==> src/rtl/fir_tap_sequencer.sv <==
// fir_tap_sequencer: time-multiplexed controller for the 9-tap symmetric FIR.
// One shared external adder (add_a + add_b -> add_o, combinational) forms all
// eight tap sums. Each sample takes eight accumulate steps. The operand order
// follows the parallel chain, so approximate-adder error matches that chain
// bit for bit.
module fir_tap_sequencer #(
  parameter int W  = 16,
  parameter int H4 = 32,
  parameter int H3 = 18,
  parameter int H2 = 6,
  parameter int H1 = 0,
  parameter int H0 = 2
) (
  input  logic         clk,
  input  logic         rstN,
  input  logic         in_valid,
  output logic         in_ready,
  input  logic [W-1:0] x,
  output logic [W-1:0] add_a,
  output logic [W-1:0] add_b,
  input  logic [W-1:0] add_o,
  output logic         out_valid,
  input  logic         out_ready,
  output logic [W-1:0] y
);

  typedef enum logic [1:0] {
    IDLE,
    RUN,
    DONE
  } stateT;

  stateT        state;
  logic [W-1:0] taps [9];
  logic [W-1:0] acc;
  logic [2:0]   step;

  logic [3:0]   aIdx;
  logic [W-1:0] prodA;
  logic [W-1:0] prodB;

  // Symmetric coefficient table; the centre tap is the only negative one.
  function automatic logic [W-1:0] coefOf(input logic [3:0] idx);
    logic [W-1:0] c;
    case (idx)
      4'd0, 4'd8: c = W'(H4);
      4'd1, 4'd7: c = W'(H3);
      4'd2, 4'd6: c = W'(H2);
      4'd3, 4'd5: c = W'(H1);
      4'd4:       c = W'(-H0);
      default:    c = '0;
    endcase
    return c;
  endfunction

  // Pick this step's tap products and drive the shared adder, idle outside RUN.
  always_comb begin
    aIdx  = (step == 3'd0) ? 4'd0 : ({1'b0, step} + 4'd1);
    prodA = coefOf(aIdx) * taps[aIdx];
    prodB = coefOf(4'd1) * taps[1];
    add_a = '0;
    add_b = '0;
    if (state == RUN) begin
      add_a = prodA;
      add_b = (step == 3'd0) ? prodB : acc;
    end
  end

  // Control FSM: shift the window, then run 8 accumulate steps, then hold y until taken.
  always_ff @(posedge clk or negedge rstN) begin
    if (!rstN) begin
      state     <= IDLE;
      for (int i = 0; i < 9; i++) taps[i] <= '0;
      acc       <= '0;
      step      <= '0;
      in_ready  <= 1'b1;
      out_valid <= 1'b0;
      y         <= '0;
    end else begin
      case (state)
        IDLE: begin
          if (in_valid && in_ready) begin
            taps[0] <= x;
            for (int i = 1; i < 9; i++) taps[i] <= taps[i-1];
            step     <= '0;
            in_ready <= 1'b0;
            state    <= RUN;
          end
        end
        RUN: begin
          acc <= add_o;
          if (step == 3'd7) begin
            y         <= add_o;
            out_valid <= 1'b1;
            state     <= DONE;
          end else begin
            step <= step + 3'd1;
          end
        end
        DONE: begin
          if (out_ready) begin
            out_valid <= 1'b0;
            in_ready  <= 1'b1;
            state     <= IDLE;
          end
        end
        default: begin
          state <= IDLE;
        end
      endcase
    end
  end

endmodule

==> config.mk <==
export PLATFORM = sky130hd
export DESIGN_NAME = fir_tap_sequencer
export DESIGN_NICKNAME = d
export VERILOG_FILES = /design/src/rtl/fir_tap_sequencer.sv
export SDC_FILE = /design/constraint.sdc
export NUM_CORES = 1
export LEC_CHECK = 0
export ABC_AREA = 1
export ABC_CLOCK_PERIOD_IN_PS = 20300
export CAP_MARGIN = 25
export CORE_AREA = 2 2 163 165
export CTS_CLUSTER_SIZE = 14
export DETAILED_ROUTE_END_ITERATION = 10
export DIE_AREA = 0 0 165 167
export GPL_TIMING_DRIVEN = 0
export SYNTH_ARGS = -nofsm -noshare
export SYNTH_HDL_FRONTEND = slang
export SYNTH_SLANG_ARGS = --single-unit
==> constraint.sdc <==
create_clock -name clk -period 20.3 [get_ports clk]
set_input_delay 3.045 -clock clk [delete_from_list [all_inputs] [get_ports clk]]
set_output_delay 3.045 -clock clk [all_outputs]
set_load 0.1 [all_outputs]
==> results_dict.tcl <==
set metrics [dict create \
    drv_cap 0 \
    r2r_slack_ps 17710 \
    cts_setup_buffers 0 \
    rows 59 \
    grt_pass1_wl_mm 51.8 \
    yosysWarnings 0 \
    r2r_cells 6 \
    cp_slowest_stage_delay_ps 1130 \
    critPathRequiredTime_ps 17260 \
    numCtsBuffers 17 \
    io_pins 86 \
    min_period_ps 12880 \
    drive_gt1_frac 0.0461 \
    hold_violations 0 \
    synthToLayoutAreaGrowth_pct 16.3 \
    yosysMostFrequentCell "nand2_1" \
    drcViolationCount 0 \
    outcome "finished clean" \
    grt_usage 0.243 \
    synthTopCellsByArea "dfrtp_1, nand2_1, fa_1, o21ai_0, inv_1" \
    worstReg2RegStart "in_ready$_DFFE_PN1P_" \
    grt_overflow_total 0 \
    io_buffer_count 83 \
    dp_cells 1930 \
    diodes 0 \
    fin_cells 1962 \
    synth_edf_count 0 \
    crit_path_start "step[0]$_DFFE_PN0P_" \
    synth_seq_area_share 0.365 \
    worstHoldPathType "reg -> reg" \
    hpwl_mm 24.6 \
    clockBufferDepth 2 \
    die_w_um 165 \
    first_global_vias 9880 \
    num_vias 10000 \
    yosys-top-cells-count "nand2_1, inv_1, o21ai_0" \
    fp.dieH_um 167 \
    netlist_area_sq_um 11600 \
    postCtsHoldBufs 0 \
    synth-seq-cells 170 \
    whs_path_depth 2 \
    setup_viol 0 \
    path_max_fanout 10 \
    endpoint_kind "output port" \
    antenna_found_initial 0 \
    yosys_most_used_dff "dfrtp_1" \
    ant_nets 0 \
    grt_max_degree 87 \
    synthArstFlopShare 1.00 \
    htreeDepth 4 \
    fin_setup_tns_ps 0 \
    finalCritPeriodShare 0.634 \
    drt_wl_total_mm 32.0 \
    grt_setup_unrepaired "false" \
    worst_pin_slew_ps 1010 \
    crit_path_frequent_cell "nand2_1" \
    synth_area_leader_cell "dfrtp_1" \
    cts_root_buf "clkbuf_16" \
    finalCoreUtilization 0.526 \
    finalClockSkew_ps 7.38 \
    worst_slack_ps 7420 \
    fin_nets 1783 \
    min_from "taps[66]$_DFFE_PN0P_" \
    netlist_instances 1511 \
    cts_resized 0 \
    design.core.area_sq_um 25800 \
    arrival_ps 9830 \
    yosysUniqueCellTypes 45 \
    start_kind "register" \
    drt_iter0_drc 728 \
    start_util 0.452 \
    post-place-ws_ps 7860 \
    wl_per_cell_um 16.3 \
    slowest_stage "clkdlybuf4s50_1" \
    drt_pass1_iterations 7 \
    syn_area_per_cell_sq_um 7.71 \
    relSlewSlack 0.325 \
    clk_latency_ps 450 \
    gp_congestion 0.894 \
    cts_num_sinks 170 \
    syn-num-nets 1680 \
    final_max_slew_viol_count 0 \
    synth.top_cell.area_share 0.363 \
    via_per_inst 5.11 \
    die-area_sq_um 27600 \
    fmax_mhz 77.7 \
    cts_tree "built" \
    path_class "reg -> out" \
    cts.clk_slew.worst_paths_ps 70 \
]
## logic make-up (layout without fill, tap and decap cells)
logic type,count (synthesis),in the layout,share of synthesized area
xor gates and xnor gates,15,15,0.0113
adders and majority gates,133,133,0.182
DFF,170,170,0.365
buffers and inverters,331,447,0.111
and+or+nand+nor,600,600,0.211
AOI/OAI and AO/OA,261,261,0.119
other,1,1,0.000322
## metrics by stage
stage	hold WS, ps	cell area, sq um
after floorplan	448	11600
after global placement	459	12900
after detailed placement	468	12900
after CTS	481	13500
after global routing	499	13500
final	477	13500
## state kept, by name, indices dropped and copies added, names as in the netlist
signal     cells
y             16
acc           16
state          2
in_ready       1
out_valid      1
taps         131
step           3
## layout make-up
cell class,count,area [sq um]
clock inverters,13,158
flip-flops and latches,170,4260
plain buffers,70,309
multi-input cells,1010,6100
well taps,335,419
inverters,261,985
clock buffers,19,453
fillers,2565,12200
repair buffers,84,863
## cells in the final DEF (no fill, tap or decap), types with 2 or more instances in the layout
master,Yosys,routed
nand3b_1,3,3
nand2_4,2,2
nor2_2,2,2
buf_2,13,13
a21oi_1,45,45
o311ai_1,6,6
xor2_1,7,7
clkinvlp_4,0,2
clkinv_1,2,2
clkbuf_1,49,49
o21ai_0,191,191
xnor2_1,8,8
clkdlybuf4s50_1,0,82
inv_2,5,5
nor3_1,2,2
buf_6,3,3
or2_2,2,2
bufinv_16,0,2
nand4_1,7,7
a21oi_2,2,2
o221ai_1,7,7
nand4_2,2,2
buf_1,3,3
clkbuf_8,0,2
inv_1,252,252
inv_6,0,3
nand3_1,73,73
fa_1,61,61
inv_8,0,3
clkinv_4,0,2
inv_4,2,2
buf_4,2,2
clkbuf_16,0,17
dfrtp_1,169,169
nand2_1,411,411
o22ai_1,3,3
nor2_1,90,90
ha_1,72,72
## critical path: cells and delay by family, from the launching register on
kind / cells / cell delay (ps)
fa+ha+maj: 9 / 3670
buf+inv: 10 / 3130
compound gates: 5 / 960
flops: 1 / 400
simple gates: 12 / 1230
## worst paths after layout
check                                       end
min reg2reg                taps[50]$_DFFE_PN0P_
min                        taps[50]$_DFFE_PN0P_
max in group asynchronous  taps[21]$_DFFE_PN0P_
max reg2reg                taps[42]$_DFFE_PN0P_
max                                   add_a[15]
min in group asynchronous      y[0]$_DFFE_PN0P_
## layer usage
metal  routed length, um  global-route usage  up-vias  share of wire
li1                    -                   -     4911              -
met1               13900               0.314     4818           0.44
met2               15700               0.416      256           0.49
met3                1700              0.0436       40          0.053
met4                 613              0.0677        0          0.019
met5                   0                   0        -              0
Power is not shown: default switching activity piles up to over one toggle a cycle in this logic, so the estimate is an artifact.
